<file path="src/rtl/reg_file_pkg.sv">
// Shared sizing defaults and FSM encoding for the 8x8 register file with
// stall-tolerant write buffering.
package reg_file_pkg;

  localparam int DEF_DATA_WIDTH = 8;
  localparam int DEF_ADDR_WIDTH = 3;
  localparam int NUM_REGS       = 2 ** DEF_ADDR_WIDTH;

  typedef enum logic [0:0] {
    IDLE    = 1'b0,
    PENDING = 1'b1
  } state_t;

endpackage : reg_file_pkg

</file>
<file path="src/rtl/reg_file_8x8_chk.sv">
// Protocol checks on the write-buffer state; has no effect on behaviour.
module reg_file_8x8_chk (
  input logic clk,
  input logic reset,
  input logic write,
  input logic busywait,
  input logic write_pending,
  input logic state_pending
);

  a_flag_matches_state: assert property (@(posedge clk)
    write_pending == state_pending);

  a_reset_clears_pending: assert property (@(posedge clk)
    !reset |=> !write_pending);

  a_stalled_write_held: assert property (@(posedge clk)
    (reset && write && busywait) |=> write_pending);

  a_release_drains: assert property (@(posedge clk)
    (reset && write_pending && !busywait) |=> !write_pending);

endmodule : reg_file_8x8_chk

</file>
<file path="src/rtl/reg_file_read_port.sv">
// One combinational read port: array mux with a bypass from the held
// (stalled) write so readers see the value that is about to commit.
module reg_file_read_port
  import reg_file_pkg::*;
#(
  parameter int DATA_WIDTH = DEF_DATA_WIDTH,
  parameter int ADDR_WIDTH = DEF_ADDR_WIDTH
) (
  input  logic [(2**ADDR_WIDTH)-1:0][DATA_WIDTH-1:0] regs,
  input  logic [ADDR_WIDTH-1:0]                      addr,
  input  logic                                       bypass_valid,
  input  logic [ADDR_WIDTH-1:0]                      bypass_addr,
  input  logic [DATA_WIDTH-1:0]                      bypass_data,
  output logic [DATA_WIDTH-1:0]                      data
);

  logic bypass_hit_s;

  // Select pending data when it targets this port's address, else the array.
  always_comb begin
    bypass_hit_s = bypass_valid && (addr == bypass_addr);
    if (bypass_hit_s) begin
      data = bypass_data;
    end else begin
      data = regs[addr];
    end
  end

endmodule : reg_file_read_port

</file>
<file path="src/rtl/reg_file_8x8.sv">
// Register file with two combinational read ports and a one-deep write buffer
// that holds a write issued during a processor stall until the stall clears.
module reg_file_8x8
  import reg_file_pkg::*;
#(
  parameter int DATA_WIDTH = DEF_DATA_WIDTH,
  parameter int ADDR_WIDTH = DEF_ADDR_WIDTH
) (
  input  logic                  CLK,
  input  logic                  RESET,
  input  logic [DATA_WIDTH-1:0] IN,
  input  logic [ADDR_WIDTH-1:0] INADDRESS,
  input  logic                  WRITE,
  input  logic                  BUSYWAIT,
  input  logic [ADDR_WIDTH-1:0] OUT1ADDRESS,
  input  logic [ADDR_WIDTH-1:0] OUT2ADDRESS,
  output logic [DATA_WIDTH-1:0] OUT1,
  output logic [DATA_WIDTH-1:0] OUT2,
  output logic                  WRITE_PENDING
);

  localparam int REG_COUNT = 2 ** ADDR_WIDTH;

  logic [REG_COUNT-1:0][DATA_WIDTH-1:0] regs_r;
  state_t                               state_r;
  state_t                               state_nxt_s;
  logic [DATA_WIDTH-1:0]                pend_data_r;
  logic [ADDR_WIDTH-1:0]                pend_addr_r;
  logic                                 write_pending_r;

  logic                  commit_en_s;
  logic [ADDR_WIDTH-1:0] commit_addr_s;
  logic [DATA_WIDTH-1:0] commit_data_s;
  logic                  capture_en_s;

  // Decide this cycle's single array write, buffer capture and next state.
  always_comb begin
    commit_en_s   = 1'b0;
    commit_addr_s = INADDRESS;
    commit_data_s = IN;
    capture_en_s  = 1'b0;
    state_nxt_s   = state_r;
    case (state_r)
      IDLE: begin
        if (WRITE && !BUSYWAIT) begin
          commit_en_s = 1'b1;
          state_nxt_s = IDLE;
        end else if (WRITE && BUSYWAIT) begin
          capture_en_s = 1'b1;
          state_nxt_s  = PENDING;
        end else begin
          state_nxt_s = IDLE;
        end
      end
      PENDING: begin
        if (BUSYWAIT) begin
          // Latest stalled write replaces the buffered one.
          capture_en_s = WRITE;
          state_nxt_s  = PENDING;
        end else if (WRITE) begin
          // A fresh write supersedes the buffered one, which is dropped.
          commit_en_s = 1'b1;
          state_nxt_s = IDLE;
        end else begin
          commit_en_s   = 1'b1;
          commit_addr_s = pend_addr_r;
          commit_data_s = pend_data_r;
          state_nxt_s   = IDLE;
        end
      end
      default: begin
        state_nxt_s = IDLE;
      end
    endcase
  end

  // Array, pending buffer and FSM state; reset overrides any commit.
  always_ff @(posedge CLK) begin
    if (!RESET) begin
      regs_r          <= '0;
      pend_data_r     <= {DATA_WIDTH{1'b0}};
      pend_addr_r     <= {ADDR_WIDTH{1'b0}};
      state_r         <= IDLE;
      write_pending_r <= 1'b0;
    end else begin
      if (commit_en_s) begin
        regs_r[commit_addr_s] <= commit_data_s;
      end else begin
        regs_r <= regs_r;
      end
      if (capture_en_s) begin
        pend_data_r <= IN;
        pend_addr_r <= INADDRESS;
      end else if (state_nxt_s == IDLE) begin
        pend_data_r <= {DATA_WIDTH{1'b0}};
        pend_addr_r <= {ADDR_WIDTH{1'b0}};
      end else begin
        pend_data_r <= pend_data_r;
        pend_addr_r <= pend_addr_r;
      end
      state_r         <= state_nxt_s;
      write_pending_r <= (state_nxt_s == PENDING);
    end
  end

  assign WRITE_PENDING = write_pending_r;

  reg_file_read_port #(
    .DATA_WIDTH (DATA_WIDTH),
    .ADDR_WIDTH (ADDR_WIDTH)
  ) u_read_port1 (
    .regs         (regs_r),
    .addr         (OUT1ADDRESS),
    .bypass_valid (write_pending_r),
    .bypass_addr  (pend_addr_r),
    .bypass_data  (pend_data_r),
    .data         (OUT1)
  );

  reg_file_read_port #(
    .DATA_WIDTH (DATA_WIDTH),
    .ADDR_WIDTH (ADDR_WIDTH)
  ) u_read_port2 (
    .regs         (regs_r),
    .addr         (OUT2ADDRESS),
    .bypass_valid (write_pending_r),
    .bypass_addr  (pend_addr_r),
    .bypass_data  (pend_data_r),
    .data         (OUT2)
  );

  reg_file_8x8_chk u_chk (
    .clk           (CLK),
    .reset         (RESET),
    .write         (WRITE),
    .busywait      (BUSYWAIT),
    .write_pending (WRITE_PENDING),
    .state_pending (state_r == PENDING)
  );

endmodule : reg_file_8x8

</file>
<file path="config.mk">
export PLATFORM = sky130hd
export DESIGN_NAME = reg_file_8x8
export DESIGN_NICKNAME = d
export VERILOG_FILES = /design/src/rtl/reg_file_pkg.sv /design/src/rtl/reg_file_8x8_chk.sv /design/src/rtl/reg_file_read_port.sv /design/src/rtl/reg_file_8x8.sv
export SDC_FILE = /design/constraint.sdc
export NUM_CORES = 1
export LEC_CHECK = 0
export ABC_CLOCK_PERIOD_IN_PS = 2300
export CAP_MARGIN = 20
export CORE_UTILIZATION = 40
export CTS_BUF_LIST = sky130_fd_sc_hd__clkbuf_4 sky130_fd_sc_hd__clkbuf_8
export CTS_CLUSTER_SIZE = 25
export DETAILED_ROUTE_END_ITERATION = 12
export PLACE_DENSITY = 0.67
export SLEW_MARGIN = 5
export SYNTH_ARGS = -nofsm -noshare
export SYNTH_HDL_FRONTEND = slang
export SYNTH_SLANG_ARGS = --single-unit
</file>
<file path="constraint.sdc">
create_clock -name CLK -period 2.3 [get_ports CLK]
set_input_delay 0.23 -clock CLK [delete_from_list [all_inputs] [get_ports CLK]]
set_output_delay 0.23 -clock CLK [all_outputs]
set_load 0.02 [all_outputs]
</file>
==> out/results.ini, run 1 <==
[sta]
slew_violations = 0
final_hold_viol_count = 0
setup_viol = 0
rsz0062_at_grt = no
skew_ns = 0.0102
finalSetupTns_ns = 0
period_needed_ns = 2.15
period_share_pct = 93.6
relSlewSlack_pct = 61.7
tightest_slew_ns = 0.575
fin_hold_ws_ns = 0.375
fin_ws_ns = 0.147
max_freq_mhz = 465

[placed_design]
place_congestion = 0.808
place_area_um2 = 4820
place_hpwl_um = 7560
port_buffers = 37
pre_cts_slack_ns = -0.237

[drt]
first_pass_iters = 4
routed_wl_um = 11000
viasPerCell = 5.43
vias = 3277
drt_iter0_markers = 198
drc = 0
avgRoutedWirePerCell_um = 18.3
drtAntennaViolNets = 0

[setup_path]
required_ns = 2.07
cp-end-kind = output port
worstPathArrival_ns = 1.92
crit_fanout = 12
crit_path_top_delay_cell = dfxtp_1
crit_type = register to output port
cp-start-kind = register
path_delay_family = buffers and inverters
path_cells = xnor2_1 -> nand4_1 -> buf_4 -> a21oi_1 -> dlygate4sd2_1
crit_buf_inv = 2
slowest_delay_ns = 0.49

[clocking]
cts_buffer_depth = 2
cts_made_buffers = 9
clk_latency_ns = 0.35
cts_sinks = 76
cts_hold_buf = 0
root_buffer = clkbuf_8
ctsHtreeMaxLevel = 3
cts_tree = done
clk_pin_slew_ns = 0.08

[grt]
grt_first_pass_wirelength_um = 16900
grt_antenna_before_repair = 0
grt-ovfl-total = 0
grt_max_degree = 27
grt_use_total_pct = 20.4
grt_pass1_vias = 3318

[logic_synthesis]
syn_avg_cell_area_um2 = 10.2
netlist.area_leader.share_pct = 36.7
yosys_warnings = 0
syn_inst = 407
synth_area_leaders = dfxtp_1, mux2i_1, mux4_2, nand2_1, a21oi_1
seq_area_frac_synth_pct = 36.7
ys_ff_latch = 76
ys_types = 24
syn_area_um2 = 4150
syn_nets = 428
post-synth-top-area-cell = dfxtp_1

[layout]
n_fill_cell = 899
finalNetCount = 487
final_core_util_pct = 51.7
area_growth_pct = 23.6
antenna_cells = 0
design_area_um2 = 5130
drive_above_1_share_pct = 23.4

[die]
dieArea_um2 = 10800
core_um2 = 9910
initial_core_util_pct = 41.8
die_width_um = 104
io_pins = 38
die_h_um = 104
rows = 36

[power]
p_leak_nw = 2.32
ir_drop_uv = 357
p_per_area_nw_per_um2 = 546

[run]
drv_cap = 0

[min_path]
min_path_type = input port to register

[run_status]
status = finished clean

final cells by class:
class                      instances  area [µm²]  share of cell area (%)
timing repair buffer              78         738                    14.4
clock buffer                      11         151                    2.95
clock inverter                     5        58.8                    1.15
tap                              133         166                    3.25
sequential                        76        1520                    29.7
multi-input combinational        301        2490                    48.6
cells by family (layout without fill, tap and decap cells):
kind of cell | count (synthesis) | after routing | share of synthesized area (%)
compound gates | 29 | 29 | 3.86
xor+xnor | 6 | 6 | 1.27
buf+inv | 30 | 94 | 3.35
flops | 76 | 76 | 36.7
mux | 124 | 124 | 40.0
simple gates | 142 | 142 | 14.8
synth_stat cells:
cell / instances
a21oi_1: 27
nor3b_2: 1
a21oi_4: 1
dfxtp_1: 76
mux2i_2: 2
buf_4: 1
nand4_1: 2
nand2b_1: 5
mux4_2: 32
nand2_4: 4
or3b_1: 1
nand3b_1: 3
clkbuf_1: 16
nor2_1: 36
nor2b_1: 1
nand2_1: 87
nand2_2: 1
and2b_1: 1
a21oi_2: 1
buf_6: 1
mux2_2: 8
buf_2: 12
xnor2_1: 6
mux2i_1: 82
cells in the final DEF, fill, tap and decap left out:
master | Yosys | routed
a21oi_1 | 27 | 27
a21oi_2 | 1 | 1
a21oi_4 | 1 | 1
and2b_1 | 1 | 1
buf_12 | 0 | 3
buf_2 | 12 | 2
buf_4 | 1 | 33
buf_6 | 1 | 2
bufinv_16 | 0 | 1
clkbuf_16 | 0 | 2
clkbuf_2 | 0 | 1
clkbuf_8 | 0 | 11
clkdlybuf4s15_1 | 0 | 1
clkdlybuf4s50_1 | 0 | 16
clkinv_2 | 0 | 1
clkinvlp_4 | 0 | 2
dfxtp_1 | 76 | 76
dlygate4sd2_1 | 0 | 14
dlymetal6s2s_1 | 0 | 4
inv_6 | 0 | 1
mux2_2 | 8 | 8
mux2i_1 | 82 | 81
mux2i_2 | 2 | 3
mux4_2 | 32 | 32
nand2_1 | 87 | 87
nand2_2 | 1 | 1
nand2_4 | 4 | 4
nand2b_1 | 5 | 5
nand3b_1 | 3 | 3
nand4_1 | 2 | 2
nor2_1 | 36 | 36
nor2b_1 | 1 | 1
nor3b_2 | 1 | 1
or3b_1 | 1 | 1
xnor2_1 | 6 | 6
layer usage:
layer	track usage, %	part of all wire, %
met4	10.9	3.2
met5	0	0
met1	23.9	42
met3	3.02	5.2
met2	35.7	49
power by group:
| group | switching, mW | internal [mW] | leakage (nW) |
|---|---|---|---|
| registers | 0.0223 | 1.34 | 0.614 |
| logic | 0.192 | 0.180 | 1.61 |
| clock network | 0.505 | 0.562 | 0.102 |
| total | 0.719 | 2.08 | 2.32 |
through the flow:
step | instances | power, mW
after global routing | 604 | 2.90
after global placement | 580 | 1.74
final | 604 | 2.80
after CTS | 596 | 2.80
after floorplan | 407 | 1.60
after detailed placement | 580 | 1.74
final timing paths:
check / start / end / slack, ns / cells after the start
max: pend_addr_r[1] / OUT2[4] / 0.15 / 5
min: RESET / regs_r[1] / 0.37 / 3
min reg2reg: regs_r[0] / regs_r[0] / 0.47 / 2
max reg2reg: WRITE_PENDING / regs_r[2] / 0.26 / 5
worst min-delay path, stage by stage:
cell	delay [ns]
buf_2	0.26
nand2_1	0.13
mux2i_1	0.05
flip-flops by register name (all words and copies together) (netlist names):
signal,flops
WRITE_PENDING,1
pend_addr_r,3
pend_data_r,8
regs_r,64
what timing repair did:
action / in CTS / in global routing
pin swaps: 0 / 0
resized for setup: 19 / 7
cloned: 0 / 3
endpoints found under the hold margin: 0 / 0
endpoints found under the setup margin: 16 / 14
setup buffers: 0 / 5
No activity file was read; power rests on OpenSTA's default activity.
==> inputs of run 2 (changes only) <==
--- a/config.mk
+++ b/config.mk
@@ -11,6 +11,7 @@
 export CTS_BUF_LIST = sky130_fd_sc_hd__clkbuf_4 sky130_fd_sc_hd__clkbuf_8
 export CTS_CLUSTER_SIZE = 25
 export DETAILED_ROUTE_END_ITERATION = 12
+export GPL_ROUTABILITY_DRIVEN = 1
 export PLACE_DENSITY = 0.67
 export SLEW_MARGIN = 5
 export SYNTH_ARGS = -nofsm -noshare
==> results of run 2 <==
Same layout as run 1: the final DEF is identical, and so are final timing and power.
